[config.mk]
export PLATFORM = sky130hd
export DESIGN_NAME = hvtx_timing_gen
export DESIGN_NICKNAME = d
export VERILOG_FILES = /design/src/rtl/hvtx_timing_gen.sv
export SDC_FILE = /design/constraint.sdc
export NUM_CORES = 1
export LEC_CHECK = 0
export ABC_AREA = 1
export ABC_CLOCK_PERIOD_IN_PS = 10300
export CAP_MARGIN = 20
export CORE_ASPECT_RATIO = 0.75
export CORE_UTILIZATION = 45
export DETAILED_ROUTE_END_ITERATION = 8
export PLACE_DENSITY = 0.65
export REMOVE_ABC_BUFFERS = 1
export SKIP_LAST_GASP = 1
export SLEW_MARGIN = 0
export SYNTH_ARGS = -nofsm -noshare
export SYNTH_HDL_FRONTEND = slang
export SYNTH_SLANG_ARGS = --single-unit
[constraint.sdc]
create_clock -name i_clk -period 10.3 [get_ports i_clk]
set_clock_uncertainty 0.05 [all_clocks]
set_input_delay 1.545 -clock i_clk [delete_from_list [all_inputs] [get_ports i_clk]]
set_output_delay 1.545 -clock i_clk [all_outputs]
set_load 0.01 [all_outputs]
[src/rtl/hvtx_timing_gen.sv]
// Runtime-programmable video timing generator: pixel cursor, HS/VS/DE, TMDS preamble/guard flags.
// Define HVTX_TIMING_STATS_EN to add the o_frame_cnt / o_cfg_applied statistics outputs.
module hvtx_timing_gen #(
  parameter int WID      = 12,
  parameter int H_ACTIVE = 1280,
  parameter int H_FP     = 110,
  parameter int H_SYNC   = 40,
  parameter int H_BP     = 220,
  parameter int V_ACTIVE = 720,
  parameter int V_FP     = 5,
  parameter int V_SYNC   = 5,
  parameter int V_BP     = 20,
  parameter bit HS_POL   = 1'b1,
  parameter bit VS_POL   = 1'b1
) (
  input  logic           i_clk,
  input  logic           i_rst,
  input  logic           i_cfg_valid,
  output logic           o_cfg_ready,
  input  logic [WID-1:0] i_cfg_h_active,
  input  logic [WID-1:0] i_cfg_h_fp,
  input  logic [WID-1:0] i_cfg_h_sync,
  input  logic [WID-1:0] i_cfg_h_bp,
  input  logic [WID-1:0] i_cfg_v_active,
  input  logic [WID-1:0] i_cfg_v_fp,
  input  logic [WID-1:0] i_cfg_v_sync,
  input  logic [WID-1:0] i_cfg_v_bp,
  input  logic           i_cfg_hs_pol,
  input  logic           i_cfg_vs_pol,
  output logic           o_cfg_err,
  output logic [WID-1:0] o_x,
  output logic [WID-1:0] o_y,
  output logic           o_hs,
  output logic           o_vs,
  output logic           o_de,
  output logic           o_preamble,
  output logic           o_guard,
  output logic           o_frame_start
`ifdef HVTX_TIMING_STATS_EN
  ,
  output logic [15:0]    o_frame_cnt,
  output logic           o_cfg_applied
`endif
);

  localparam int SW = WID + 2;
  localparam logic [SW-1:0] TOT_MAX = SW'((1 << WID) - 1);
  localparam logic [SW-1:0] TOT_MIN = SW'(12);

  typedef struct packed {
    logic [WID-1:0] h_active;
    logic [WID-1:0] h_fp;
    logic [WID-1:0] h_sync;
    logic [WID-1:0] h_bp;
    logic [WID-1:0] v_active;
    logic [WID-1:0] v_fp;
    logic [WID-1:0] v_sync;
    logic [WID-1:0] v_bp;
    logic           hs_pol;
    logic           vs_pol;
  } timing_t;

  localparam timing_t TIMING_DEFAULT = '{
    h_active: WID'(H_ACTIVE), h_fp: WID'(H_FP), h_sync: WID'(H_SYNC), h_bp: WID'(H_BP),
    v_active: WID'(V_ACTIVE), v_fp: WID'(V_FP), v_sync: WID'(V_SYNC), v_bp: WID'(V_BP),
    hs_pol: HS_POL, vs_pol: VS_POL
  };

  typedef enum logic {CFG_IDLE, CFG_PENDING} cfg_state_t;

  cfg_state_t     state;
  timing_t        act;
  timing_t        shadow;
  timing_t        cfg_in;
  logic [WID-1:0] x;
  logic [WID-1:0] y;

  // Offered configuration: legality is judged on sums wide enough not to wrap.
  logic [SW-1:0] cfg_h_tot;
  logic [SW-1:0] cfg_v_tot;
  logic          cfg_legal;
  logic          cfg_fire;

  assign cfg_in = '{
    h_active: i_cfg_h_active, h_fp: i_cfg_h_fp, h_sync: i_cfg_h_sync, h_bp: i_cfg_h_bp,
    v_active: i_cfg_v_active, v_fp: i_cfg_v_fp, v_sync: i_cfg_v_sync, v_bp: i_cfg_v_bp,
    hs_pol: i_cfg_hs_pol, vs_pol: i_cfg_vs_pol
  };
  assign cfg_h_tot = SW'(i_cfg_h_active) + SW'(i_cfg_h_fp) + SW'(i_cfg_h_sync) + SW'(i_cfg_h_bp);
  assign cfg_v_tot = SW'(i_cfg_v_active) + SW'(i_cfg_v_fp) + SW'(i_cfg_v_sync) + SW'(i_cfg_v_bp);
  assign cfg_legal = (|i_cfg_h_active) && (|i_cfg_h_sync) && (|i_cfg_v_active) && (|i_cfg_v_sync)
                  && (cfg_h_tot >= TOT_MIN) && (cfg_h_tot <= TOT_MAX) && (cfg_v_tot <= TOT_MAX);

  // Handshake: a transfer happens on any clock where i_cfg_valid && o_cfg_ready; ready is
  // low exactly while an accepted configuration waits in the shadow for the frame wrap.
  assign o_cfg_ready = (state == CFG_IDLE);
  assign cfg_fire    = i_cfg_valid && o_cfg_ready;

  // Landmarks of the active timing; legal sets always fit in WID bits.
  logic [WID-1:0] hs_start, hs_end, h_tot, vs_start, vs_end, v_tot;
  logic [WID-1:0] pre_start, pre_end, guard_start;
  logic           last_x, last_y, wrap;
  logic           hs_act, vs_act, de_c, pg_line, pre_c, guard_c, fs_c;

  assign hs_start    = act.h_active + act.h_fp;
  assign hs_end      = hs_start + act.h_sync;
  assign h_tot       = hs_end + act.h_bp;
  assign vs_start    = act.v_active + act.v_fp;
  assign vs_end      = vs_start + act.v_sync;
  assign v_tot       = vs_end + act.v_bp;
  assign pre_start   = h_tot - WID'(10);
  assign pre_end     = h_tot - WID'(3);
  assign guard_start = h_tot - WID'(2);

  assign last_x  = (x == h_tot - WID'(1));
  assign last_y  = (y == v_tot - WID'(1));
  assign wrap    = last_x && last_y;
  assign hs_act  = (x >= hs_start) && (x < hs_end);
  assign de_c    = (x < act.h_active) && (y < act.v_active);
  // VS edges line up with the HS leading edge on the first and last sync lines.
  assign vs_act  = ((y > vs_start) || ((y == vs_start) && (x >= hs_start)))
                && ((y < vs_end)   || ((y == vs_end)   && (x <  hs_start)));
  assign pg_line = (y < act.v_active - WID'(1)) || last_y;
  assign pre_c   = pg_line && (x >= pre_start) && (x <= pre_end);
  assign guard_c = pg_line && (x >= guard_start);
  assign fs_c    = (x == '0) && (y == '0);

  always_ff @(posedge i_clk) begin
    if (i_rst) begin
      state         <= CFG_IDLE;
      act           <= TIMING_DEFAULT;
      shadow        <= TIMING_DEFAULT;
      x             <= '0;
      y             <= '0;
      o_x           <= '0;
      o_y           <= '0;
      o_hs          <= ~HS_POL;
      o_vs          <= ~VS_POL;
      o_de          <= 1'b0;
      o_preamble    <= 1'b0;
      o_guard       <= 1'b0;
      o_frame_start <= 1'b0;
      o_cfg_err     <= 1'b0;
    end else begin
      o_x           <= x;
      o_y           <= y;
      o_hs          <= hs_act ? act.hs_pol : ~act.hs_pol;
      o_vs          <= vs_act ? act.vs_pol : ~act.vs_pol;
      o_de          <= de_c;
      o_preamble    <= pre_c;
      o_guard       <= guard_c;
      o_frame_start <= fs_c;
      o_cfg_err     <= cfg_fire && !cfg_legal;

      if (last_x) begin
        x <= '0;
        y <= last_y ? '0 : y + WID'(1);
      end else begin
        x <= x + WID'(1);
      end

      case (state)
        CFG_IDLE: begin
          if (cfg_fire && cfg_legal) begin
            shadow <= cfg_in;
            state  <= CFG_PENDING;
          end
        end
        CFG_PENDING: begin
          if (wrap) begin
            act   <= shadow;
            state <= CFG_IDLE;
          end
        end
        default: state <= CFG_IDLE;
      endcase
    end
  end

`ifdef HVTX_TIMING_STATS_EN
  logic applied_d;

  always_ff @(posedge i_clk) begin
    if (i_rst) begin
      o_frame_cnt   <= '0;
      o_cfg_applied <= 1'b0;
      applied_d     <= 1'b0;
    end else begin
      if (fs_c) o_frame_cnt <= o_frame_cnt + 16'd1;
      applied_d     <= (state == CFG_PENDING) && wrap;
      o_cfg_applied <= applied_d && fs_c;
    end
  end
`else
  // Statistics disabled: no counter state exists in this build.
`endif

endmodule

After elaboration in Yosys (flattened, before gate mapping)
Cells that the tools add are included.

operators by class
  equality and inequality tests = 4
  bitwise logic cells = 3
  reduce and logical (&&, ||, !) cells = 32
  order comparisons = 14
  $add $sub $neg = 20
  multiplexer cells = 6

operator list
  operator               number
  $add 12x12->12         6
  $lt 12x12->1           6
  $eq 12x12->1           4
  $reduce_or 12->1       4
  $ge 12x12->1           3
  $sub 12x1->12 const B  3
  $add 13x12->14         2
  $add 14x12->14         2
  $le 14x12->1 const B   2
  $add 12x12->13         2
  $add 12x1->12 const B  2
  $logic_not 12->1       2
  $sub 12x2->12 const B  2
  $logic_and 1x1->1      19
  $ge 14x4->1 const B    1
  $gt 12x12->1           1
  $le 12x12->1           1
  $mux 12                1
  $sub 12x4->12 const B  1
  $mux 1                 4
  $reduce_and 2->1       2
  $logic_or 1x1->1       3
  $not 1->1              3
  $pmux 1 s2             1
  2 further kinds        2

storage, ports and cells
  input port bits = 101
  register bits after elaboration = 252

Logic depth before layout (Yosys ltp)
Gate-level depths: netlist of run 1.

  depth in word-level cells = 10
  depth in mapped cells = 36

Least setup slack after synthesis of run 1
No wires, ideal clock.

  path kind = input -> register
  from = in i_cfg_h_active[1]
  to = reg shadow[14] (netlist name)
  required time = 10.120 ns
  data arrival time = 4.942 ns
  setup time = 0.130 ns
  setup slack = 5.178 ns
  cell stages on the path = 19
  cells stage by stage = fa_1 > fa_1 > ha_1 > fa_1 > nand3_1 > nand2_1 > nand2_1 > o211ai_1 > a21oi_1 > o21ai_0 > o21ai_0 > o21ai_0 > nor3_1 > buf_2 > nand3_1 > buf_2 > buf_2 > nand2_1 > nand3_1

between the ends
  cells in the longest elaborated chain, start to end = 9

RTL lines
  what                                                        line    RTL
  from (decl)                                                 20      input logic [WID-1:0] i_cfg_h_active,
  $add 12x12->13 / $reduce_or 12->1 (equally long branches)   89, 91
  $add 13x12->14 / $logic_and 1x1->1 (equally long branches)  89, 91
  $add 14x12->14 / $logic_and 1x1->1 (equally long branches)  89, 91
  $ge 14x4->1 / $logic_and 1x1->1 (equally long branches)     92, 91
  $logic_and 1x1->1                                           92      && (cfg_h_tot >= TOT_MIN) && (cfg_h_tot <= TOT_MAX) && (cfg_v_tot <= TOT_MAX);
  $logic_and 1x1->1 * (2 in series)                           92
  $logic_and 1x1->1 *                                         164     if (cfg_fire && cfg_legal) begin
  $reduce_and 2->1 (no source line) *                         -
  to (signal assigned)                                        165     shadow <= cfg_in;
  to (decl)                                                   73      timing_t shadow;

Mark *: on every way between the ends. The rest lies on a longest branch, timed or not.
A chain may end at the register's enable or synchronous reset.

Worst setup path in the final report of run 1
  from = reg act[74] (netlist name)
  to = reg act[55] (netlist name)

between the ends
  cells in the longest elaborated chain, start to end = 7

RTL lines
  what                               line  RTL
  from (decl)                        72    timing_t act;
  from (signal assigned)             171   act <= shadow;
  $add 12x12->12                     105   assign hs_start = act.h_active + act.h_fp;
  $add 12x12->12                     106   assign hs_end = hs_start + act.h_sync;
  $add 12x12->12                     107   assign h_tot = hs_end + act.h_bp;
  $sub 12x1->12                      115   assign last_x = (x == h_tot - WID'(1));
  $eq 12x12->1                       115
  $logic_and 1x1->1                  117   assign wrap = last_x && last_y;
  $reduce_and 2->1 (no source line)  -

Every way passes these cells.

==> metrics.txt, run 1 <==
Syn Inst Count 2852; Hold Path Class reg -> reg; drt initial violations about 1.3k; Synth cell types 45; commonest non-fill, non-tap cell in the layout nand2_1; actual slew at the worst max-slew pin 1099 ps; Largest stage delay, worst path 660 ps; Internal slightly below 0.002 W; Tmin final about 6700 ps; Post-synth top flop dfxtp_1; Detailed Routing Iterations Pass 1 6; Final Max Tran Viols 0; FP Rows 65; cts hold-fix bufs 0; Switching Share between 30 and 40%; RSZ-0062 raised after global routing false; Synth area leaders dfxtp_1, ha_1, nand2_1; min-delay src shadow[75]; DRC 0; DR WL/cell between 15 and 20 um; CP required between 10000 and 15000 ps; nets 3320; FF-to-FF Start act[74]; number of synthesized register bits between 200 and 300; Async SR Flop Fraction 0%; largest net degree at the start of global routing approximately 110; Initial Util a little under half; post-layout util 52.62%; crit path max fanout 76; Post-CTS Resized 0; ANT nets after route 0; core area 0.04221 mm^2; initial antenna violation count 0; Critical Path Start act[74]; Mapped Area approximately 0.019 mm^2; Die Wd around 240 um; Crit Path Category reg -> reg; Ys Warns 0; vias in the first global route ~17k; # clock sinks 252; status complete, no violations; Clock power frac approximately two fifths; total CTS buffers 28; Final Cycle Share approximately 65%; most frequent cells in the layout nand2_1, inv_1, nor2_1, dfxtp_1, ha_1; power per cell area about 120 mW/mm^2; Setup Buffers After CTS 0; GRT Util Overall 24.96%; total gr overflow 0; I/O Buffers around 130; area leader, netlist dfxtp_1; vias per inst between 5 and 6; MaxCap Viol Count 0; Slowest-stage cell, CP nand4_4; final setup fails 0; Avg Inst Size Synth slightly below 7 um^2; Post-Route WL 54800 um; Net Sw Power 0.0008400 W; worst vdd ir just over 0.0001 V; Reg clk slew, reported paths approximately 60 ps; full die area 0.04387 mm^2; Final Hold Vio Count 0; Lkg Pwr around 12 nW; Rel. slew slack between 20% and 30%; first-pass GRT wire length approximately 89000 um; H-tree Lvls 1; area delta synth->final 14.72%; Logic pwr share between 20% and 30%; vias roughly 18k; Arr. time, crit path approximately 7000 ps; Max clock buf depth 3; post-synth top area share between 20% and 30%; EDFF count, synth 0; Final WS setup roughly 3600 ps; Diodes inserted 0; fraction of layout instances using a drive strength above 1 3.310%; Worst Setup Start Kind flop; Skew-Pair Late Insertion Delay between 500 and 600 ps; post-detail-place hpwl about 43000 um; pre-CTS WS between 3000 and 4000 ps; CTS tree yes; Fmax about 150 MHz; post-synthesis sequential area ratio 26.06%; CTS Root Cell clkbuf_16; num ports 133; Flop pwr share 39.2%; routability cong. ~0.91; Critical Path End Type flop; Die Ht 181.6 um
==> layout make-up <==
class                      instances  area (um^2)
inverter                         511         1923
clock inverter                    16        249.0
clock buffer                      35        777.0
timing repair buffer             147         1454
sequential                       252         5045
fill                            4178        20000
multi-input combinational       2000        12050
tap                              569        711.9
==> power groups by stage <==
| stage | registers [W] | logic [W] | clock network (W) |
|---|---|---|---|
| 3_3_place_gp | 0.00110 | 0.000555 | 0 |
| 4_1_cts | 0.00108 | 0.000575 | 0.00113 |
| 3_5_place_dp | 0.00111 | 0.000571 | 0 |
| 2_1_floorplan | 0.00109 | 0.000401 | 0 |
| 5_1_grt | 0.00109 | 0.000659 | 0.00117 |
| 6_report | 0.00109 | 0.000577 | 0.00111 |
==> critical path, delay by kind of cell (launching register included) <==
family	cells	cell delay [ps]
compound gates	8	1340
xor+xnor	2	380
fa+ha+maj	4	1220
buf+inv	6	1130
flops	1	340
simple gates	12	2040
==> per-stage QoR <==
step / power (W) / hold slack, ps / TNS, ps / std cells / area (um^2)
after floorplan: 0.001488 / 376.2 / -251380 / 2763 / 18990
after global routing: 0.002920 / 433.3 / 0 / 3530 / 22210
after global placement: 0.001659 / 387.5 / 0 / 3478 / 21160
final: 0.002770 / 411.4 / 0 / 3530 / 22210
after CTS: 0.002788 / 409.9 / 0 / 3529 / 22180
after detailed placement: 0.001676 / 392.0 / 0 / 3478 / 21160
==> state kept, by name, indices dropped and copies added, names as in the netlist <==
name	flops
act	98
shadow	98
o_x	12
o_y	12
x	12
y	12
o_cfg_err	1
o_de	1
o_frame_start	1
o_guard	1
o_hs	1
o_preamble	1
o_vs	1
state	1
==> layer usage <==
metal	up-vias	share of wire, %	GRT usage, %
met1	8059	53	39.04
li1	9260	-	-
met3	49	5.6	3.399
met4	0	1.4	3.822
met5	-	0	0
met2	474	40	36.28
==> final timing paths <==
check,to,slack (ps),cells after the start
setup / recovery,act[55],3610,32
hold / removal,shadow[75],410,2
setup reg to reg,act[55],3610,32
hold reg to reg,shadow[75],410,2
==> cells in the mapped netlist (7+ instances only) <==
cell / n
nor2_1: 332
nor4_1: 17
dfxtp_1: 252
buf_2: 24
nor3_1: 31
nand2_1: 674
clkbuf_1: 61
o21ai_0: 47
a21oi_1: 125
o21bai_1: 8
xnor2_1: 23
ha_1: 225
fa_1: 54
inv_2: 7
xor2_1: 71
nand3_1: 178
nand4_1: 142
inv_1: 504
a21o_1: 9
==> cells by family (layout without fill, tap and decap cells) <==
group | after synthesis | after routing | share of synthesized area [%]
XOR/XNOR | 94 | 94 | 4.252
AO/OA/AOI/OAI | 227 | 227 | 6.663
flip-flops | 252 | 252 | 26.06
adder cells (fa/ha/maj) | 279 | 279 | 20.12
buffers and inverters | 600 | 709 | 11.83
AND/OR/NAND/NOR | 1400 | 1400 | 31.08
No activity file was read; power rests on OpenSTA's default activity.
==> run 2, diff against run 1 <==
Settings changed: ABC_CLOCK_PERIOD_IN_PS 10300 to 6400.
Clock period 10.3 ns to 6.4 ns, I/O delays scaled along.
==> run 2 against run 1 <==
Wire length is 0.68% higher. First-iteration DRC count up 11%. Design area increased by 0.28%. Sequential power increased by 61%. Register-to-register slack got worse by 3100 ps. Total power is 60% higher. Critical path depth is 1 higher. Hold slack lost 7.9 ps. Utilization increased by 0.15 points. Cell count increased by 0.17%. Critical endpoint is now act[15]. Largest power group is now registers. Highest routed layer unchanged.
==> metrics.txt, run 2 (synthesis results as in run 1) <==
status complete, no violations; dpl cell area 0.02123 mm^2 (+0.35%); fraction of layout instances using a drive strength above 1 3.505% (+0.20 points); Slowest-stage cell, CP fa_1; area delta synth->final 15.04%; Final Max Tran Viols 0 (unchanged); crit path max fanout 18 (-76%); routability cong. 0.9024 (-0.47%); most frequent CP cell inv_1; power per cell area 198.8 mW/mm^2 (+59%); Final Cycle Share 92.53% (+28 points); H-tree Lvls 1 (unchanged); total gr overflow 0 (unchanged); DR WL/cell 15.60 um (+0.51%); largest registers act x98, shadow x98; vias 17.89k (+0.28%); Hold Path Class reg -> reg; total CTS buffers 29 (+3.6%); worst vdd ir 0.0001814 V (+75%); num ports 133 (unchanged); initial antenna violation count 0 (unchanged); fin area 0.02227 mm^2 (+0.28%); GRT Util Overall 24.94% (about the same); Tmin final 5922 ps (-770.7 ps); top cell family by delay on the critical path simple AND/OR/NAND/NOR gates; Critical Path End Type flop; Setup Buffers After CTS 0 (unchanged); commonest non-fill, non-tap cell in the layout nand2_1; Arr. time, crit path 6350 ps (-740 ps); nets 3326 (+0.18%); RSZ-0062 raised after global routing false; Fmax 168.9 MHz (+13%); # clock sinks 252 (unchanged); Worst Setup Start Kind flop; Max clock buf depth 3 (unchanged); first-pass GRT wire length 88640 um (-0.27%); setup TNS 0 ps (unchanged); DRC 0 (unchanged); Detailed Routing Iterations Pass 1 5 (-1); Die Ht 181.6 um (unchanged); CP required 6830 ps (-3860 ps); vias in the first global route 16.69k (-0.16%); Initial Util 45.87% (unchanged); vias per inst 5.060 (+0.11%); Skew-Pair Late Insertion Delay 590 ps (about the same); FP Rows 65 (unchanged); core area 0.04221 mm^2 (unchanged); post-layout util 52.77% (+0.15 points); I/O Buffers 132 (unchanged); full die area 0.04387 mm^2 (unchanged); Die Wd 241.5 um (unchanged); largest net degree at the start of global routing 100 (-8.3%); Lkg Pwr 11.56 nW (+0.27%); drt initial violations 1444 (+11%); CTS tree yes; fin cells 3536 (+0.17%); final setup fails 0 (unchanged); ANT nets after route 0 (unchanged); Diodes inserted 0 (unchanged); Crit Path Category reg -> reg; Final Hold Vio Count 0 (unchanged); Post-Route WL 55170 um (+0.68%); Largest stage delay, worst path 390 ps (-270 ps); MaxCap Viol Count 0 (unchanged); Reg clk slew, reported paths 60 ps (about the same); actual slew at the worst max-slew pin 1060 ps (-38.74 ps); Cells after DPL 3483 (+0.14%); Worst Path Buf+Inv 7 (+1); CTS Root Cell clkbuf_16; cts hold-fix bufs 0 (unchanged); most frequent cells in the layout nand2_1, inv_1, nor2_1, dfxtp_1, ha_1; post-detail-place hpwl 42600 um (about the same); Rel. slew slack 29.34% (+2.6 points)
## run 2: worst paths after layout
check,startpoint,depth (start not counted),slack (ps),endpoint
setup / recovery,act[74],33,480,act[15]
hold reg to reg,shadow[75],2,400,act[75]
setup reg to reg,act[74],33,480,act[15]
hold / removal,shadow[75],2,400,act[75]
## run 2: metrics by stage
stage	worst slack, ps	total power (W)	hold WS (ps)
finish	477.9	0.004428	403.5
global placement	362.0	0.002687	389.9
detailed placement	285.1	0.002706	390.1
CTS	243.1	0.004452	400.2
global route	1.792	0.004662	430.8
floorplan	-5959	0.002394	376.2
## run 2: final cells by class
class                   count  area [um^2]
well taps                 569        711.9
clock inverters            12        168.9
clock buffers              40        827.0
fillers                  4114        19940
repair buffers            152         1536
inverters                 511         1926
multi-input cells        2000        12060
flip-flops and latches    252         5045
## run 2: power breakdown
| group | leakage, nW | switching, W | internal (W) | total (W) |
|---|---|---|---|---|
| logic | 9.04 | 0.000566 | 0.000365 | 0.000931 |
| registers | 2.04 | 0.0000815 | 0.00167 | 0.00175 |
| clock network | 0.485 | 0.000712 | 0.00103 | 0.00174 |
## run 2: tightest hold or removal path, cell delays in order, from the launching register on
cell,delay (ps)
dfxtp_1,320
nand2_1,50
nand3_1,50
## run 2: layer usage
layer  wire, um  up-vias  track usage, %
met4       1090        0           5.376
met3       2686       53           2.705
li1           -     9279               -
met5          0        -               0
met2      21830      425           35.86
met1      29560     8135           39.22
## run 2: timing repair
action | 4_1_cts | 5_1_grt
endpoints found under the setup margin | 0 | 119
gates resized for setup | 0 | 10
hold endpoints to repair | 0 | 0
